<file path="config.mk">
export PLATFORM = sky130hd
export DESIGN_NAME = dht11_reader
export DESIGN_NICKNAME = d
export VERILOG_FILES = /design/src/rtl/dht11_reader.sv
export SDC_FILE = /design/constraint.sdc
export NUM_CORES = 1
export LEC_CHECK = 0
export BUFFER_PORTS_ARGS = -buffer_cell sky130_fd_sc_hd__buf_2
export CELL_PAD_IN_SITES_DETAIL_PLACEMENT = 0
export CELL_PAD_IN_SITES_GLOBAL_PLACEMENT = 1
export CORE_MARGIN = 3
export CORE_UTILIZATION = 48
export DETAILED_ROUTE_END_ITERATION = 10
export MAX_ROUTING_LAYER = met4
export PLACE_DENSITY_LB_ADDON = 0.1
export SYNTH_ARGS = -nofsm -noshare
export SYNTH_HDL_FRONTEND = slang
export SYNTH_SLANG_ARGS = --single-unit
</file>
<file path="constraint.sdc">
create_clock -name clk -period 9.7 [get_ports clk]
set_clock_uncertainty 0.1 [all_clocks]
set_input_delay 0 -clock clk [delete_from_list [all_inputs] [get_ports clk]]
set_output_delay 0 -clock clk [all_outputs]
set_load 0.03 [all_outputs]
</file>
<file path="src/rtl/dht11_reader.sv">
// DHT11 single-wire transaction controller: start pulse, response and 40-bit frame
// timing on ticks from the divider output, then checksum and reading capture.
module dht11_reader #(
  parameter int unsigned TICK_BITS     = 12,
  parameter int unsigned START_TICKS   = 3600,
  parameter int unsigned BIT1_TICKS    = 10,
  parameter int unsigned TIMEOUT_TICKS = 40
) (
  input  logic       clk,
  input  logic       reset,
  input  logic       tb_in,
  input  logic       start,
  input  logic       dht_in,
  output logic       dht_oe,
  output logic       busy,
  output logic       done,
  output logic       error,
  output logic [1:0] err_code,
  output logic [7:0] hum_int,
  output logic [7:0] hum_dec,
  output logic [7:0] temp_int,
  output logic [7:0] temp_dec
);

  localparam logic [TICK_BITS-1:0] START_CNT   = TICK_BITS'(START_TICKS);
  localparam logic [TICK_BITS-1:0] BIT1_CNT    = TICK_BITS'(BIT1_TICKS);
  localparam logic [TICK_BITS-1:0] TIMEOUT_CNT = TICK_BITS'(TIMEOUT_TICKS);
  localparam logic [1:0] ERR_NONE = 2'd0;
  localparam logic [1:0] ERR_RESP = 2'd1;
  localparam logic [1:0] ERR_BIT  = 2'd2;
  localparam logic [1:0] ERR_SUM  = 2'd3;

  typedef enum logic [3:0] {
    S_IDLE, S_START_LOW, S_RELEASE, S_RESP_LOW, S_RESP_HIGH,
    S_BIT_LOW, S_BIT_HIGH, S_CHECK, S_FINISH
  } state_t;

  state_t                r_state;
  logic [1:0]            r_tb_sync;
  logic                  r_tb_d;
  logic [1:0]            r_dht_sync;
  logic                  r_dht_d;
  logic [TICK_BITS-1:0]  r_cnt;
  logic [5:0]            r_idx;
  logic [39:0]           r_shift;
  logic                  r_oe;
  logic                  r_busy;
  logic                  r_done;
  logic                  r_error;
  logic [1:0]            r_err_code;
  logic [7:0]            r_hum_int;
  logic [7:0]            r_hum_dec;
  logic [7:0]            r_temp_int;
  logic [7:0]            r_temp_dec;

  logic                  w_tick;
  logic                  w_rise;
  logic                  w_fall;
  logic                  w_timeout;
  logic [7:0]            w_sum;

  assign w_tick    = r_tb_sync[1] & ~r_tb_d;
  assign w_rise    = r_dht_sync[1] & ~r_dht_d;
  assign w_fall    = ~r_dht_sync[1] & r_dht_d;
  assign w_timeout = (r_cnt >= TIMEOUT_CNT);
  assign w_sum     = r_shift[39:32] + r_shift[31:24] + r_shift[23:16] + r_shift[15:8];

  // Transition branches clear the tick counter, overriding the default increment,
  // so edge decisions always see the pre-increment count.
  always_ff @(posedge clk) begin
    if (reset) begin
      r_state    <= S_IDLE;
      r_tb_sync  <= '0;
      r_tb_d     <= 1'b0;
      r_dht_sync <= '0;
      r_dht_d    <= 1'b0;
      r_cnt      <= '0;
      r_idx      <= '0;
      r_shift    <= '0;
      r_oe       <= 1'b0;
      r_busy     <= 1'b0;
      r_done     <= 1'b0;
      r_error    <= 1'b0;
      r_err_code <= ERR_NONE;
      r_hum_int  <= '0;
      r_hum_dec  <= '0;
      r_temp_int <= '0;
      r_temp_dec <= '0;
    end else begin
      r_tb_sync  <= {r_tb_sync[0], tb_in};
      r_tb_d     <= r_tb_sync[1];
      r_dht_sync <= {r_dht_sync[0], dht_in};
      r_dht_d    <= r_dht_sync[1];
      r_done     <= 1'b0;
      if (w_tick && (r_cnt != '1)) r_cnt <= r_cnt + TICK_BITS'(1);

      unique case (r_state)
        S_IDLE: begin
          if (start) begin
            r_state    <= S_START_LOW;
            r_cnt      <= '0;
            r_busy     <= 1'b1;
            r_oe       <= 1'b1;
            r_error    <= 1'b0;
            r_err_code <= ERR_NONE;
          end
        end
        S_START_LOW: begin
          if (r_cnt >= START_CNT) begin
            r_state <= S_RELEASE;
            r_cnt   <= '0;
            r_oe    <= 1'b0;
          end
        end
        S_RELEASE, S_RESP_LOW, S_RESP_HIGH: begin
          if ((r_state == S_RELEASE) && w_fall) begin
            r_state <= S_RESP_LOW;
            r_cnt   <= '0;
          end else if ((r_state == S_RESP_LOW) && w_rise) begin
            r_state <= S_RESP_HIGH;
            r_cnt   <= '0;
          end else if ((r_state == S_RESP_HIGH) && w_fall) begin
            r_state <= S_BIT_LOW;
            r_cnt   <= '0;
            r_idx   <= '0;
          end else if (w_timeout) begin
            r_state    <= S_FINISH;
            r_cnt      <= '0;
            r_oe       <= 1'b0;
            r_done     <= 1'b1;
            r_error    <= 1'b1;
            r_err_code <= ERR_RESP;
          end
        end
        S_BIT_LOW, S_BIT_HIGH: begin
          if ((r_state == S_BIT_LOW) && w_rise) begin
            r_state <= S_BIT_HIGH;
            r_cnt   <= '0;
          end else if ((r_state == S_BIT_HIGH) && w_fall) begin
            r_shift <= {r_shift[38:0], (r_cnt >= BIT1_CNT)};
            r_cnt   <= '0;
            if (r_idx == 6'd39) begin
              r_state <= S_CHECK;
            end else begin
              r_state <= S_BIT_LOW;
              r_idx   <= r_idx + 6'd1;
            end
          end else if (w_timeout) begin
            r_state    <= S_FINISH;
            r_cnt      <= '0;
            r_oe       <= 1'b0;
            r_done     <= 1'b1;
            r_error    <= 1'b1;
            r_err_code <= ERR_BIT;
          end
        end
        S_CHECK: begin
          if (w_sum == r_shift[7:0]) begin
            r_hum_int  <= r_shift[39:32];
            r_hum_dec  <= r_shift[31:24];
            r_temp_int <= r_shift[23:16];
            r_temp_dec <= r_shift[15:8];
          end else begin
            r_error    <= 1'b1;
            r_err_code <= ERR_SUM;
          end
          r_state <= S_FINISH;
          r_cnt   <= '0;
          r_done  <= 1'b1;
        end
        S_FINISH: begin
          r_state <= S_IDLE;
          r_cnt   <= '0;
          r_busy  <= 1'b0;
        end
        default: begin
          r_state <= S_IDLE;
          r_cnt   <= '0;
          r_oe    <= 1'b0;
          r_busy  <= 1'b0;
        end
      endcase
    end
  end

  assign dht_oe   = r_oe;
  assign busy     = r_busy;
  assign done     = r_done;
  assign error    = r_error;
  assign err_code = r_err_code;
  assign hum_int  = r_hum_int;
  assign hum_dec  = r_hum_dec;
  assign temp_int = r_temp_int;
  assign temp_dec = r_temp_dec;

endmodule

</file>
**Yosys cells after proc, flatten, opt, wreduce, memory -nomap -nowiden**

Cells that the tools add are included.
Widths: inputs -> output; s select.

- Bits in registers: 106
- Bits in latches: 0
- Memory bits (writable): 0
- Bits in read-only memories: 0
- Bits of input ports: 5
- Output and inout bits: 38
- Memories: 0

- Add/subtract/negate cells: 5
- Multiply operators: 0
- Div/mod/pow operators: 0
- $lt $le $gt $ge: 3
- Equal/unequal tests: 24
- Shift operators: 0
- Multiplexer cells: 63
- Bitwise gates (word level): 9
- Reductions and logical operators: 21

Operators by type and width:

| cell | number |
|---|---|
| $mux 12 | 9 |
| $pmux 12 s4 | 1 |
| $mux 6 | 6 |
| $mux 4 | 8 |
| $ne 2x2->1 const B | 13 |
| $add 8x8->8 | 3 |
| $mux 1 | 22 |
| $mux 2 | 10 |
| $pmux 4 s5 | 1 |
| $eq 4x3->1 const B | 4 |
| $reduce_and 8->1 | 2 |
| $add 12x1->12 const B | 1 |
| $ge 12x12->1 const B | 1 |
| $ge 12x4->1 const B | 1 |
| $ge 12x6->1 const B | 1 |
| $ne 12x12->1 const B | 1 |
| $pmux 6 s2 | 1 |
| $reduce_and 10->1 | 1 |
| $eq 4x2->1 const B | 2 |
| $eq 8x8->1 | 1 |
| $pmux 2 s4 | 1 |
| $reduce_and 7->1 | 1 |
| $reduce_or 7->1 | 1 |
| $add 6x1->6 const B | 1 |
| other kinds (17) | 32 |

**Longest topological paths before layout**

Gate-level depths: netlist (run 1).

- Word-level depth: 9
- Depth in mapped cells: 13
- Gate-level depth less buffers: 12

**Worst setup path before layout (run 1)**

OpenSTA, ideal clock, no wires.

- Path type: register to register
- Start point: register r_shift[9]
- End point: register r_hum_dec[0], in the netlist hum_dec[0]
- Arrival time: 3.328 ns
- Path slack: 6.140 ns
- Stages on the path, launching flop included: 14
- Path buffers: 1
- Period minus slack after synthesis: 3.560 ns
- Path through: dfxtp_1 > fa_1 > inv_1 > fa_1 > inv_1 > ha_1 > fa_1 > nand3_1 > a21oi_1 > or3_4 > a211o_1 > clkbuf_1 > o21ai_0 > a21oi_1

- Word-level cells in the longest chain between the ends: 3

RTL lines:

| item | RTL line | text |
|---|---|---|
| from (decl) | 45 | `logic [39:0] r_shift;` |
| from (signal assigned) | 140 | `r_shift <= {r_shift[38:0], (r_cnt >= BIT1_CNT)};` |
| $add 8x8->8 | 66 | `assign w_sum = r_shift[39:32] + r_shift[31:24] + r_shift[23:16] + r_shift[15:8];` |
| $eq 8x8->1 | 158 | `if (w_sum == r_shift[7:0]) begin` |
| $reduce_and 2->1 (no line) | - |  |
| to (signal assigned) | 160 | `r_hum_dec <= r_shift[31:24];` |
| to (decl) | 52 | `logic [7:0] r_hum_dec;` |

Every way passes these cells.
A chain may end at the register's enable or synchronous reset.

**Worst setup path after layout (run 1)**

- Start point: register r_shift[9]
- End point: register r_err_code[0], in the netlist err_code[0]

- Word-level cells in the longest chain between the ends: 4

RTL lines:

| item | RTL line | text |
|---|---|---|
| $add 8x8->8 | 66 |  |
| $eq 8x8->1 | 158 |  |
| $ne 2x2->1 (no line) | - |  |
| $reduce_and 10->1 (no line) | - |  |
| to (signal assigned) | 84 | `r_err_code <= ERR_NONE;` |
| to (signal assigned) | 154 | `r_err_code <= ERR_BIT;` |
| to (signal assigned) | 165 | `r_err_code <= ERR_SUM;` |
| to (decl) | 50 | `logic [1:0] r_err_code;` |

Every way passes these cells.

==> results of run 1 <==
## registers in the layout (all words and copies together) (netlist names), 4 cells and up
register and flops:
hum_dec 8, hum_int 8, r_shift 40, r_cnt 12, temp_int 8, temp_dec 8
r_idx 6, r_state 4
## synth_stat cells, drive strengths merged, types with 2 or more instances
master  instances
o21ai          44
fa             14
xor2           19
nor2           33
nand2         104
xnor3           2
and3            3
a211o           2
buf             8
o211ai          2
nand2b          2
nor3            8
a21oi          91
a211oi          5
nor4            7
ha             10
xnor2           9
o32ai           2
dfxtp         106
nand4b          3
nand3          43
nand4          10
o22ai           2
nor2b          11
clkbuf         32
or3             5
inv            22
## path summary, 6_finish.rpt
path	end
worst max register to register	err_code[0]
worst min register to register	r_dht_sync[1]
worst max-delay path	err_code[0]
worst min-delay path	r_tb_sync[0]
## power groups by stage
stage          registers [mW]  logic (mW)  clock network [mW]
3_3_place_gp            0.455      0.0322                   0
2_1_floorplan           0.452      0.0271                   0
6_report                0.445      0.0335               0.284
5_1_grt                 0.446      0.0372               0.313
3_5_place_dp            0.455      0.0322                   0
4_1_cts                 0.445      0.0335               0.292
## metal layers
| layer | vias up | routed length [um] | track usage [%] |
|---|---|---|---|
| li1 | 2144 | - | - |
| met1 | 1988 | 5751 | 29.85 |
| met2 | 67 | 5267 | 32.06 |
| met3 | 16 | 392 | 3.164 |
| met4 | 0 | 208 | 8.115 |
| met5 | - | 0 | - |
## layout make-up
| class | count | area share, % |
|---|---|---|
| multi-input cells | 446 | 48.24 |
| repair buffers | 52 | 5.325 |
| well taps | 133 | 3.001 |
| inverters | 22 | 1.489 |
| clock inverters | 5 | 1.128 |
| clock buffers | 11 | 2.550 |
| flip-flops and latches | 106 | 38.27 |
## cell families (layout without fill, tap and decap cells)
| group | count (synthesis) | after routing | synth area share [%] |
|---|---|---|---|
| AOI/OAI and AO/OA | 157 | 157 | 17.34 |
| xor gates and xnor gates | 30 | 30 | 5.773 |
| adders and majority gates | 25 | 25 | 8.261 |
| buffers and inverters | 62 | 90 | 4.951 |
| DFF | 106 | 106 | 42.20 |
| muxes | 1 | 1 | 0.1991 |
| and+or+nand+nor | 233 | 233 | 21.27 |
## worst max-delay path, cell delays in order, from the launching register on
cell     delay (ps)
dfxtp_1         370
fa_1            550
inv_1            60
fa_1            500
inv_1            40
ha_1            220
fa_1            420
nand3_1         140
a21oi_1          90
or3_4           400
a211o_1         670
o21ba_1         350
o32ai_1         250
## per-stage QoR
| stage | utilization, % | setup slack (ps) | instances | area [um2] | hold slack (ps) |
|---|---|---|---|---|---|
| after floorplan | - | 6140 | 614 | 5029 | -19.11 |
| after global placement | 53.02 | 5648 | 755 | 5301 | 117.5 |
| after detailed placement | 53.02 | 5476 | 755 | 5301 | 113.9 |
| after CTS | 55.46 | 5448 | 775 | 5545 | 239.7 |
| after global routing | 55.46 | 5098 | 775 | 5545 | 284.3 |
| final | 55.46 | 5451 | 775 | 5545 | 266.9 |
==> results.py, run 1 <==
metrics = {
    "run_status": {
        "status": "complete, no violations",
    },
    "finish": {
        "multi_input_area_um2": 2675,
        "final_cell_mix": "106 x dfxtp_1, 104 x nand2_1, 91 x a21oi_1, 44 x o21ai_0, 43 x nand3_1",
        "area_growth_pct": 10.28,
        "seqCellArea_um2": 2122,
        "drive_above_1_share_pct": 10.90,
        "diodes": 0,
        "fin_nets": 666,
        "nFillCells": 978,
        "layout_commonest_cell": "dfxtp_1",
    },
    "clock_network": {
        "cts_sinks": 106,
        "cts-buffers-inserted": 9,
        "postCtsSetupRepairBufs": 0,
        "cts_tree": "yes",
        "cts_root_buf": "clkbuf_8",
        "clockBufferDepth": 2,
        "cts_hold_buf": 4,
        "cts-resized-gates": 0,
        "worstSkewPairLatency_ps": 380,
        "htree_num_levels": 3,
        "clk_pin_slew_worst_paths_ps": 100,
    },
    "logic_synthesis": {
        "syn-cell-area_um2": 5029,
        "syn_avg_cell_area_um2": 8.190,
        "synth_top_cell_area_share_pct": 42.20,
        "syn_nets": 643,
        "yosysUniqueCellTypes": 48,
        "yosys_warnings": 0,
        "ys.flop_type": "dfxtp_1",
        "ys_top_cells_by_area": "dfxtp_1 42%, a21oi_1 9.1%, nand2_1 7.8%",
        "synth-edff-count": 0,
        "seq_area_frac_synth_pct": 42.20,
        "synthCells": 614,
        "async_flop_share_pct": 0,
        "ys_ff_latch": 106,
        "synth_top_area_cell": "dfxtp_1",
    },
    "drt": {
        "viasPerCell": 5.439,
        "drtPass1Iterations": 5,
        "drt_iter0_markers": 357,
        "drc": 0,
        "vias": 4215,
        "drt-total-wl_um": 11620,
        "wl_per_cell_um": 14.99,
        "ant_nets": 0,
    },
    "place": {
        "gp_congestion": 0.8298,
        "io_buffer_count": 42,
        "hpwl_um": 7791,
    },
    "floorplan": {
        "core-area_um2": 10000,
        "dieWidth_um": 108.4,
        "dieArea_um2": 11740,
        "initial_core_util_pct": 50.29,
        "io_pins": 43,
        "row_count": 36,
        "chipHeight_um": 108.4,
    },
    "worst_setup_path": {
        "crit_required_ps": 9880,
        "r2r-start": "r_shift[9]",
        "r2r_slack_ps": 5450,
        "cp.arrival_ps": 4430,
        "cp-start-kind": "flop",
        "crit_path_end_kind": "flop",
        "r2r_cells": 12,
        "path_class": "reg -> reg",
        "cp-startpoint": "r_shift[9]",
        "worstPathMaxFanout": 34,
    },
    "hold_path": {
        "min_path_type": "in -> reg",
        "min_from": "tb_in",
        "min_path_cells": 3,
    },
    "flow_run": {
        "max_cap_viol_count": 0,
    },
    "power": {
        "power.net_switching_mw": 0.1843,
        "power.leakage_nw": 2.101,
        "powerDensity_nw_per_um2": 137.5,
        "peakVddDrop_v": 0.00006199,
        "total_power_mw": 0.7623,
        "clock_power_share_pct": 37.3,
        "internal-power_mw": 0.5779,
        "comb_power_share_pct": 4.4,
        "p_sw_share_pct": 24.18,
        "seqPwrFrac_pct": 58.3,
    },
    "global_route": {
        "grt_usage_pct": 21.56,
        "first_global_vias": 3959,
        "grt_pass1_wl_um": 19530,
        "gr-total-overflow": 0,
        "antenna_found_initial": 0,
        "grt_max_degree": 85,
    },
    "sta": {
        "slew_headroom_pct": 35.58,
        "rsz0062_at_grt": "no",
        "finalCriticalPeriod_ps": 4249,
        "fin_crit_sh_pct": 43.81,
        "finalSetupViolations": 0,
        "drv_slew": 0,
        "finalSetupTns_ps": 0,
        "fmax_ghz": 0.2353,
        "worst_pin_slew_ps": 966.4,
        "hold_viol_final": 0,
    },
}
Note: power is estimated with default switching activity, not from simulation.
==> inputs of run 2 (changes only) <==
--- a/config.mk
+++ b/config.mk
@@ -9,7 +9,7 @@
 export CELL_PAD_IN_SITES_DETAIL_PLACEMENT = 0
 export CELL_PAD_IN_SITES_GLOBAL_PLACEMENT = 1
 export CORE_MARGIN = 3
-export CORE_UTILIZATION = 48
+export CORE_UTILIZATION = 40
 export DETAILED_ROUTE_END_ITERATION = 10
 export MAX_ROUTING_LAYER = met4
 export PLACE_DENSITY_LB_ADDON = 0.1
==> constraint.sdc (replaced) <==
create_clock -name clk -period 3.75 [get_ports clk]
set_clock_uncertainty 0.1 [all_clocks]
set_input_delay 0 -clock clk [delete_from_list [all_inputs] [get_ports clk]]
set_output_delay 0 -clock clk [all_outputs]
set_load 0.03 [all_outputs]
==> run 2 against run 1 <==
Utilization is 5.0 points lower; sequential cell count stayed put; clock power grew to 3.3 times the previous value.
==> results.py, run 2 (synthesis results as in run 1) <==
metrics = {
    "power": {
        "power.leakage_nw": 2.285,
        "clock_power_share_pct": 43.2,
        "p_sw_share_pct": 21.69,
        "total_power_mw": 2.182,
        "comb_power_share_pct": 4.0,
        "powerDensity_nw_per_um2": 355.5,
        "seqPwrFrac_pct": 52.7,
        "internal-power_mw": 1.709,
        "peakVddDrop_v": 0.0002597,
        "power.net_switching_mw": 0.4733,
    },
    "worst_setup_path": {
        "worstPathMaxFanout": 5,
        "r2r_slack_ps": 80,
        "r2r_cells": 14,
        "r2r-start": "r_shift[25]",
        "cp.arrival_ps": 3840,
        "path_class": "reg -> reg",
        "crit_path_end_kind": "flop",
        "r2r_end": "hum_dec[6]",
        "crit_required_ps": 3920,
        "cp-start-kind": "flop",
    },
    "finish": {
        "drive_above_1_share_pct": 19.24,
        "largestRegisters": "r_shift (40), r_cnt (12)",
        "area_growth_pct": 22.05,
        "regMostFlops": "r_shift",
        "fin_cells": 828,
        "final_cell_mix": "104 x nand2_1, 104 x dfxtp_1, 84 x a21oi_1, 42 x buf_2, 35 x o21ai_0",
        "largest_reg_flops": 40,
        "diodes": 0,
        "fin_nets": 686,
        "post-route-util_pct": 50.46,
    },
    "drt": {
        "drt-total-wl_um": 12840,
        "drt_iter0_markers": 302,
        "viasPerCell": 5.275,
        "drtPass1Iterations": 5,
        "vias": 4368,
        "wl_per_cell_um": 15.51,
        "ant_nets": 0,
        "drc": 0,
    },
    "hold_path": {
        "min_path_type": "in -> reg",
        "min_to": "r_dht_sync[0]",
        "min_from": "dht_in",
        "min_path_cells": 3,
    },
    "place": {
        "io_buffer_count": 42,
        "place_ws_ps": -58.71,
        "dp_cells": 804,
        "hpwl_um": 8502,
        "gp_congestion": 0.7987,
    },
    "floorplan": {
        "dieArea_um2": 13950,
        "row_count": 40,
        "initial_core_util_pct": 41.35,
        "dieWidth_um": 118.1,
        "chipHeight_um": 118.1,
        "core-area_um2": 12160,
        "io_pins": 43,
    },
    "clock_network": {
        "cts_sinks": 106,
        "clockBufferDepth": 2,
        "cts_root_buf": "clkbuf_16",
        "clk_pin_slew_worst_paths_ps": 70,
        "cts_tree": "yes",
        "htree_num_levels": 3,
        "worstSkewPairLatency_ps": 350,
        "cts-buffers-inserted": 9,
    },
    "sta": {
        "final.setup.worst_slack_ps": 79.63,
        "fmax_ghz": 0.2725,
        "slew_headroom_pct": 37.05,
        "worst_pin_slew_ps": 944.3,
        "finalCriticalPeriod_ps": 3670,
        "drv_slew": 0,
        "rsz0062_at_grt": "yes",
        "hold_viol_final": 0,
        "fin_crit_sh_pct": 97.88,
        "finalSetupViolations": 0,
        "holdWs_ps": 323.2,
    },
    "flow_run": {
        "max_cap_viol_count": 0,
    },
    "run_status": {
        "status": "complete, no violations",
    },
    "global_route": {
        "antenna_found_initial": 0,
        "grt_max_degree": 85,
        "gr-total-overflow": 0,
        "grt_usage_pct": 18.64,
        "grt_pass1_wl_um": 20640,
        "first_global_vias": 3977,
    },
}
-- run 2: changes by cell type in the layout (fill, tap and decap cells not counted), moves of 3 or more --
| cell | before | now |
|---|---|---|
| a21oi_1 | 91 | 84 |
| a21oi_2 | 0 | 7 |
| buf_12 | 0 | 3 |
| buf_4 | 6 | 16 |
| buf_6 | 0 | 5 |
| clkbuf_16 | 0 | 11 |
| clkbuf_8 | 10 | 2 |
| nand3_1 | 43 | 20 |
| nand3_2 | 0 | 21 |
| o21ai_0 | 44 | 35 |
| o21ai_1 | 0 | 9 |
-- run 2: worst max path at each step --
stage                      from          end  slack (ps)
finish              r_shift[25]   hum_dec[6]          80
global route        r_shift[25]   hum_int[2]        -140
detailed placement   r_shift[9]  err_code[0]         -60
global placement     r_shift[9]   hum_int[6]          50
CTS                  r_shift[9]   hum_int[6]          20
floorplan            r_shift[9]   hum_dec[0]         190
-- run 2: through the flow --
stage | setup TNS, ps | cell area, um2
4_1_cts | 0 | 5814
5_1_grt | -2785 | 6137
2_1_floorplan | 0 | 5029
3_5_place_dp | -202.2 | 5475
3_3_place_gp | 0 | 5475
6_report | 0 | 6137
-- run 2: per-layer routing --
metal	global-route usage [%]	vias up	wire, um
li1	-	2188	-
met1	25.86	2093	6455
met2	27.47	77	5772
met3	4.085	10	475
met4	5.128	0	135
met5	-	-	0
-- run 2: area by class of cell --
class | instances | area [um2]
inverter | 22 | 82.58
clock inverter | 3 | 40.04
multi-input combinational | 446 | 2890
tap | 168 | 210.2
timing repair buffer | 72 | 536.8
sequential | 106 | 2125
fill | 1211 | 6025
clock buffer | 11 | 252.7
-- run 2: repair_timing --
action / in CTS / in global routing
gates resized for setup: 2 / 59
setup endpoints to repair: 23 / 35
cloned: 0 / 4
buffers inserted: 0 / 2
hold buffers: 4 / 0
pin swaps: 1 / 33
hold endpoints to repair: 5 / 0
-- run 2: worst max-delay path, stage by stage, from the launching register on --
cell      delay, ps
dfxtp_2         330
fa_1            540
inv_2            40
fa_1            470
inv_1            40
ha_2            190
fa_2            590
xor2_4           90
nor4_2          130
nand4_1         190
a211oi_4        320
buf_6           180
buf_6           150
nand3_1         100
a21oi_1         120
-- run 2: power by group through the flow --
| stage | clock [mW] | sequential [mW] | combinational (mW) |
|---|---|---|---|
| after global routing | 1.02 | 1.15 | 0.0974 |
| after global placement | 0 | 1.18 | 0.0838 |
| after CTS | 0.981 | 1.15 | 0.0879 |
| final | 0.943 | 1.15 | 0.0880 |
| after floorplan | 0 | 1.17 | 0.0700 |
| after detailed placement | 0 | 1.18 | 0.0845 |
